==> config.mk <==
export PLATFORM = sky130hd
export DESIGN_NAME = ud_counter_sched_flat
export DESIGN_NICKNAME = d
export VERILOG_FILES = /design/src/rtl/ud_counter_sched_pkg.sv /design/src/rtl/ud_counter_sched_if.sv /design/src/rtl/ud_counter_sched_rr_arbiter.sv /design/src/rtl/ud_counter_sched.sv /design/src/flat_wrapper.sv
export SDC_FILE = /design/constraint.sdc
export NUM_CORES = 1
export LEC_CHECK = 0
export CORE_MARGIN = 1.5
export CORE_UTILIZATION = 50
export DETAILED_ROUTE_END_ITERATION = 6
export PLACE_DENSITY = 0.77
export SYNTH_ARGS = -nofsm -noshare
export SYNTH_HDL_FRONTEND = slang
export SYNTH_SLANG_ARGS = --single-unit
==> constraint.sdc <==
create_clock -name clk -period 14.31 [get_ports clk]
set_clock_uncertainty 0.1 [all_clocks]
set_input_delay 4.293 -clock clk [delete_from_list [all_inputs] [get_ports clk]]
set_output_delay 4.293 -clock clk [all_outputs]
set_load 0.005 [all_outputs]
==> src/rtl/ud_counter_sched_pkg.sv <==
// Shared state encoding and constants for the ud_counter_sched frame sequencer.
package ud_sched_pkg;

    typedef enum logic [2:0] {
        ST_IDLE,
        ST_CLEAR,
        ST_COUNT,
        ST_SETTLE,
        ST_HOLD
    } sched_state_t;

    localparam int SETTLE_CYC = 2;

    // Value the attached counter resets to: the mid-scale code for a cw-bit counter.
    function automatic logic [31:0] midscale(input int cw);
        return 32'd1 << (cw - 1);
    endfunction

endpackage

==> src/rtl/ud_counter_sched_if.sv <==
// Requester, counter-control and result-handshake signals of ud_counter_sched.
interface ud_counter_sched_if #(
    parameter int N_REQ = 4,
    parameter int CW    = 16
);
    logic [N_REQ-1:0] req;
    logic [N_REQ-1:0] dir;
    logic [N_REQ-1:0] ack;
    logic [CW-1:0]    ctr_q;
    logic             ctr_en;
    logic             ctr_u_d;
    logic             ctr_rstb;
    logic [CW-1:0]    res_data;
    logic             res_sat;
    logic             res_err;
    logic             res_valid;
    logic             res_ready;

    modport master (
        input  req, dir, ctr_q, res_ready,
        output ack, ctr_en, ctr_u_d, ctr_rstb, res_data, res_sat, res_err, res_valid
    );

    modport slave (
        output req, dir, ctr_q, res_ready,
        input  ack, ctr_en, ctr_u_d, ctr_rstb, res_data, res_sat, res_err, res_valid
    );
endinterface

==> src/rtl/ud_counter_sched_rr_arbiter.sv <==
// Combinational round-robin arbiter: the first asserted request at or after ptr wins.
module rr_arbiter #(
    parameter  int N_REQ = 4,
    localparam int PW    = $clog2(N_REQ)
) (
    input  logic [N_REQ-1:0] req,
    input  logic [PW-1:0]    ptr,
    output logic [N_REQ-1:0] grant,
    output logic [PW-1:0]    idx,
    output logic             found
);
    logic [PW-1:0] cand;

    always_comb begin
        grant = '0;
        idx   = '0;
        found = 1'b0;
        cand  = '0;
        for (int i = 0; i < N_REQ; i++) begin
            cand = PW'((int'(ptr) + i) % N_REQ);
            if (!found && req[cand]) begin
                found       = 1'b1;
                grant[cand] = 1'b1;
                idx         = cand;
            end
        end
    end
endmodule

==> src/rtl/ud_counter_sched.sv <==
// Frame sequencer and round-robin event arbiter driving one shared up/down counter,
// with a saturating shadow count that both suppresses wrap-around and cross-checks the counter.
module ud_counter_sched
    import ud_sched_pkg::*;
#(
    parameter int N_REQ   = 4,
    parameter int CW      = 16,
    parameter int WINDOW  = 256,
    parameter int CLR_CYC = 2
) (
    input  logic clk,
    input  logic rst,
    input  logic start,
    input  logic continuous,
    output logic busy,
    ud_counter_sched_if.master bus
);
    localparam int PW        = $clog2(N_REQ);
    localparam int MAX_AB    = (WINDOW > CLR_CYC) ? WINDOW : CLR_CYC;
    localparam int PHASE_MAX = (MAX_AB > SETTLE_CYC) ? MAX_AB : SETTLE_CYC;
    localparam int TW        = (PHASE_MAX > 1) ? $clog2(PHASE_MAX) : 1;
    localparam logic [CW-1:0] MIDSCALE = CW'(midscale(CW));
    localparam logic [PW-1:0] LAST_REQ = PW'(N_REQ - 1);

    sched_state_t     state, next_state;
    logic [TW-1:0]    phase_cnt;
    logic [PW-1:0]    rr_ptr;
    logic [PW-1:0]    gnt_idx;
    logic [N_REQ-1:0] gnt;
    logic             gnt_found;
    logic             gnt_dir;
    logic             at_bound;
    logic [CW-1:0]    shadow;

    rr_arbiter #(.N_REQ(N_REQ)) u_arb (
        .req   (bus.req),
        .ptr   (rr_ptr),
        .grant (gnt),
        .idx   (gnt_idx),
        .found (gnt_found)
    );

    assign bus.ack  = (state == ST_COUNT) ? gnt : '0;
    assign gnt_dir  = bus.dir[gnt_idx];
    assign at_bound = gnt_dir ? (&shadow) : (shadow == '0);

    always_ff @(posedge clk) begin
        if (rst) state <= ST_IDLE;
        else     state <= next_state;
    end

    always_comb begin
        next_state = state;
        case (state)
            ST_IDLE:   if (start) next_state = ST_CLEAR;
            ST_CLEAR:  if (phase_cnt == '0) next_state = ST_COUNT;
            ST_COUNT:  if (phase_cnt == '0) next_state = ST_SETTLE;
            ST_SETTLE: if (phase_cnt == '0) next_state = ST_HOLD;
            ST_HOLD:   if (bus.res_valid && bus.res_ready)
                           next_state = continuous ? ST_CLEAR : ST_IDLE;
            default:   next_state = ST_IDLE;
        endcase
    end

    // Outputs are registered from next_state so they line up with the state they describe.
    always_ff @(posedge clk) begin
        if (rst) begin
            phase_cnt     <= '0;
            rr_ptr        <= '0;
            shadow        <= MIDSCALE;
            bus.ctr_en    <= 1'b0;
            bus.ctr_u_d   <= 1'b1;
            bus.ctr_rstb  <= 1'b0;
            bus.res_data  <= '0;
            bus.res_sat   <= 1'b0;
            bus.res_err   <= 1'b0;
            bus.res_valid <= 1'b0;
            busy          <= 1'b0;
        end else begin
            bus.ctr_rstb <= (next_state != ST_CLEAR);
            busy         <= (next_state != ST_IDLE);
            bus.ctr_en   <= 1'b0;

            if (state != next_state) begin
                case (next_state)
                    ST_CLEAR:  phase_cnt <= TW'(CLR_CYC - 1);
                    ST_COUNT:  phase_cnt <= TW'(WINDOW - 1);
                    ST_SETTLE: phase_cnt <= TW'(SETTLE_CYC - 1);
                    default:   phase_cnt <= '0;
                endcase
            end else if (phase_cnt != '0) begin
                phase_cnt <= phase_cnt - 1'b1;
            end

            if (next_state == ST_CLEAR) begin
                shadow      <= MIDSCALE;
                bus.res_sat <= 1'b0;
            end

            // A grant at a bound is still consumed, but the counter is not pulsed.
            if (state == ST_COUNT && gnt_found) begin
                rr_ptr <= (gnt_idx == LAST_REQ) ? '0 : gnt_idx + 1'b1;
                if (at_bound) begin
                    bus.res_sat <= 1'b1;
                end else begin
                    bus.ctr_en  <= 1'b1;
                    bus.ctr_u_d <= gnt_dir;
                    shadow      <= gnt_dir ? shadow + 1'b1 : shadow - 1'b1;
                end
            end

            if (state == ST_SETTLE && next_state == ST_HOLD) begin
                bus.res_data  <= bus.ctr_q;
                bus.res_err   <= (bus.ctr_q != shadow);
                bus.res_valid <= 1'b1;
            end else if (state == ST_HOLD && bus.res_ready) begin
                bus.res_valid <= 1'b0;
            end
        end
    end
endmodule

==> src/flat_wrapper.sv <==
// flat-port wrapper written by rule: the top's interface ports become plain ports
module ud_counter_sched_flat import ud_sched_pkg::*;
#(
    parameter int N_REQ   = 4,
    parameter int CW      = 16,
    parameter int WINDOW  = 256,
    parameter int CLR_CYC = 2
)
  (clk, rst, start, continuous, busy, bus_req, bus_dir, bus_ctr_q, bus_res_ready, bus_ack, bus_ctr_en, bus_ctr_u_d, bus_ctr_rstb, bus_res_data, bus_res_sat, bus_res_err, bus_res_valid);
  ud_counter_sched_if #(.N_REQ(N_REQ), .CW(CW)) bus_i ();
  input  logic clk;
  input  logic rst;
  input  logic start;
  input  logic continuous;
  output logic busy;
  input wire logic [$bits(bus_i.req)-1:0] bus_req;
  input wire logic [$bits(bus_i.dir)-1:0] bus_dir;
  input wire logic [$bits(bus_i.ctr_q)-1:0] bus_ctr_q;
  input wire logic [$bits(bus_i.res_ready)-1:0] bus_res_ready;
  output wire logic [$bits(bus_i.ack)-1:0] bus_ack;
  output wire logic [$bits(bus_i.ctr_en)-1:0] bus_ctr_en;
  output wire logic [$bits(bus_i.ctr_u_d)-1:0] bus_ctr_u_d;
  output wire logic [$bits(bus_i.ctr_rstb)-1:0] bus_ctr_rstb;
  output wire logic [$bits(bus_i.res_data)-1:0] bus_res_data;
  output wire logic [$bits(bus_i.res_sat)-1:0] bus_res_sat;
  output wire logic [$bits(bus_i.res_err)-1:0] bus_res_err;
  output wire logic [$bits(bus_i.res_valid)-1:0] bus_res_valid;
  assign bus_i.req = bus_req;
  assign bus_i.dir = bus_dir;
  assign bus_i.ctr_q = bus_ctr_q;
  assign bus_i.res_ready = bus_res_ready;
  assign bus_ack = bus_i.ack;
  assign bus_ctr_en = bus_i.ctr_en;
  assign bus_ctr_u_d = bus_i.ctr_u_d;
  assign bus_ctr_rstb = bus_i.ctr_rstb;
  assign bus_res_data = bus_i.res_data;
  assign bus_res_sat = bus_i.res_sat;
  assign bus_res_err = bus_i.res_err;
  assign bus_res_valid = bus_i.res_valid;
  ud_counter_sched #(.N_REQ(N_REQ), .CW(CW), .WINDOW(WINDOW), .CLR_CYC(CLR_CYC)) u_core (.clk(clk), .rst(rst), .start(start), .continuous(continuous), .busy(busy), .bus(bus_i));
endmodule
==> results by group <==
Critical path
  – Crit start category: primary input
  – WS Path Type: primary input to output port
  – Critical path capture point type: output port
  – Worst Path Arrival: 6.96 ns
  – Worst path slowest cell: clkdlybuf4s50_1
  – Cell Chain, Critical Path: clkdlybuf4s50_1, nand2b_1, o21ai_0, o21ai_0, a211oi_1, a22oi_1, nor2_1, a221oi_1, nor2_1, clkdlybuf4s50_1
  – Crit Path Max Fanout: 7
  – WP data required: 9.92 ns
  – Max stage delay on crit path: 0.59 ns

Layout
  – Nets: 527
  – Share of cells above drive strength 1: 0.0448
  – Final antenna diode count: 0
  – Area Overhead vs Synth: 15.6%
  – Fin area: 0.00408 mm^2
  – Fin cells: 587
  – Final core utilization: 0.601

Place
  – DP Area: 0.00399 mm^2
  – Buffers added on ports: 55
  – Routability-driven placement congestion ratio: 0.844
  – HPWL Detailed: 6.31 mm
  – Pre-CTS setup slack: 2.98 ns
  – Inst Count DP: 579

Power
  – Peak VDD IR: 0.100 mV
  – Leakage: 1.34 nW
  – Power Density: 151 mW/mm^2
  – Design Power: 0.618 mW

Global route
  – GRT Total Usage: 0.240
  – Vias in the first global route: 3203
  – Global-route wire length before repair: 14.7 mm
  – Total grt overflow: 0
  – M3 GR Usage: 0.0398
  – Largest net degree at the start of global routing: 40
  – Met1 Track Usage GR: 0.309
  – Antenna violations before repair: 0
  – Global-route layer with the greatest usage: met2
  – M2 GR Usage: 0.405

Clock tree
  – Post CTS Setup Buffer Count: 0
  – Clk sink count: 52
  – Clock Tree Buf Depth: 2
  – H-tree lvl count: 2
  – Clk root buf: clkbuf_8
  – Worst-skew pair later-pin latency: 0.32 ns
  – Hold buffers post-CTS: 0
  – Post-CTS resize count: 0
  – CTS Buf Count: 5
  – CTS tree: done
  – Reg clk slew, reported paths: 0.11 ns

Synthesis
  – Synth area leader: dfxtp_1
  – Mapped Cells: 464
  – Sequential share of the synthesized area: 0.295
  – Synth area leaders: dfxtp_1, nor2_1, nand2_1
  – Asr flop ratio synth: 0
  – Mapped Area: 0.00353 mm^2
  – Yosys warnings: 0
  – Syn Nets: 501
  – Yosys top cell area share: 0.295
  – Syn avg cell area: 7.61 um^2
  – Synthesis-stage register bit count: 52
  – Post-synth EDFFs: 0
  – Most used DFF post-synth: dfxtp_1
  – Synth cell types: 59

Timing
  – Final min period: 11.35 ns
  – Tcrit/Tclk final: 0.793
  – Count of pins over their slew limit: 0
  – Worst slew pin tran: 0.751 ns
  – Unrepaired setup endpoints after global routing: false
  – Final setup vio count: 0
  – WHS: 0.355 ns
  – PnR worst setup slack: 2.96 ns
  – Achievable frequency: 0.0881 GHz
  – Relative max-transition margin: 0.499
  – Setup TNS: 0 ns
  – Fin. Hold Viols: 0

Floorplan
  – Core area: 0.00679 mm^2
  – Starting Density: 0.520
  – Die width: 87.0 um
  – # rows: 30
  – Die ar.: 0.00757 mm^2
  – Die Ht: 87.0 um
  – Boundary Pins: 56

Detailed routing
  – Via density: 5.80
  – Vias: 3405
  – Starting DRT DRC Count: 290
  – DR DRC count: 0
  – Mean routed wirelength per cell: 15.1 um
  – ANT nets after route: 0
  – Routed WL: 8.85 mm
  – Drt pass-1 iters: 5

Run
  – Maxcap violations: 0

Worst hold path
  – Hold WC Path Type: flop to flop

Outcome
  – Result of the run: finished, final reports clean
## path summary, 6_finish.rpt
kind,cells after the start,slack [ns],endpoint,from
worst max-delay path,10,2.96,bus_ack[1],bus_req[3]
worst min-delay path,2,0.36,u_core.bus.res_data[9],u_core.bus.res_data[9]
worst max register to register,17,8.16,u_core.shadow[14],u_core.rr_ptr[0]
worst min register to register,2,0.36,u_core.bus.res_data[9],u_core.bus.res_data[9]
## sequential cells by signal, indices dropped and copies added (netlist names)
register,flops
u_core.busy,1
u_core.rr_ptr,2
u_core.bus.res_sat,1
u_core.shadow,16
u_core.state,3
u_core.bus.ctr_rstb,1
u_core.bus.ctr_u_d,1
u_core.phase_cnt,8
u_core.bus.res_valid,1
u_core.bus.ctr_en,1
u_core.bus.res_data,16
u_core.bus.res_err,1
## cells in the mapped netlist, types with 3 or more instances
master    count
ha_1          8
a311oi_1      6
a22oi_1       6
o21a_1        7
nor2b_1       6
buf_4         3
xor2_1        3
nor2_1       64
nor3_1       25
nand3_1      13
nand2_1      54
a21oi_2       3
nand4_1       9
nand3b_1      4
dfxtp_1      52
or3_1         4
a21oi_1      32
o21ai_0       4
a31oi_1      16
clkbuf_1     20
buf_6         8
and3_1        4
nor4_1        5
a221oi_1      4
nor3b_1       3
a211oi_1      8
nand2b_1      5
buf_2         3
inv_1        12
xnor2_1      23
mux2i_1      11
and2_1        8
## worst max-delay path, delay by kind of cell
family / cells / cell delay (ns)
AO/OA/AOI/OAI: 5 / 1.28
buffers and inverters: 2 / 1.03
AND/OR/NAND/NOR: 3 / 0.37
## cell families after synthesis
logic type | Yosys count | synth area share
buf+inv | 49 | 0.0759
compound gates | 100 | 0.192
simple gates | 213 | 0.289
mux | 16 | 0.0553
fa+ha+maj | 8 | 0.0284
xor+xnor | 26 | 0.0645
flops | 52 | 0.295
## routing by layer
| layer | part of all wire | vias up |
|---|---|---|
| li1 | - | 1692 |
| met1 | 0.44 | 1607 |
| met2 | 0.50 | 89 |
| met3 | 0.039 | 17 |
| met4 | 0.020 | 0 |
| met5 | 0 | - |
## layout by cell type, fill, tap and decap left out, types with 2 or more instances in the layout
master / n
a211o_1: 2
a211oi_1: 8
a21oi_1: 32
a21oi_2: 3
a221oi_1: 4
a22oi_1: 6
a311oi_1: 6
a31oi_1: 16
and2_1: 8
and3_1: 4
clkbuf_8: 5
clkdlybuf4s50_1: 55
dfxtp_1: 52
ha_1: 8
inv_1: 12
mux2i_1: 11
mux4_2: 2
nand2_1: 54
nand2b_1: 5
nand3_1: 13
nand3b_1: 4
nand4_1: 9
nor2_1: 64
nor2b_1: 6
nor3_1: 25
nor3b_1: 3
nor4_1: 5
o21a_1: 7
o21ai_0: 4
or3_1: 4
or3b_2: 2
or4_1: 2
xnor2_1: 23
xor2_1: 3
## report_power, final
| group | internal (mW) | total, mW | switching (mW) |
|---|---|---|---|
| Sequential | 0.172 | 0.217 | 0.0451 |
| Clock | 0.0361 | 0.0920 | 0.0559 |
| Combinational | 0.133 | 0.309 | 0.175 |
| Total | 0.341 | 0.618 | 0.276 |
## final cells by class
class / instances / area, um^2
Inverter: 12 / 45.0
Clock inverter: 3 / 27.5
Timing Repair Buffer: 56 / 558
Sequential cell: 52 / 1040
Multi-Input combinational cell: 363 / 2220
Tap cell: 96 / 120
Fill cell: 649 / 2710
Clock buffer: 5 / 68.8
Power figures use the tool's default switching activity.
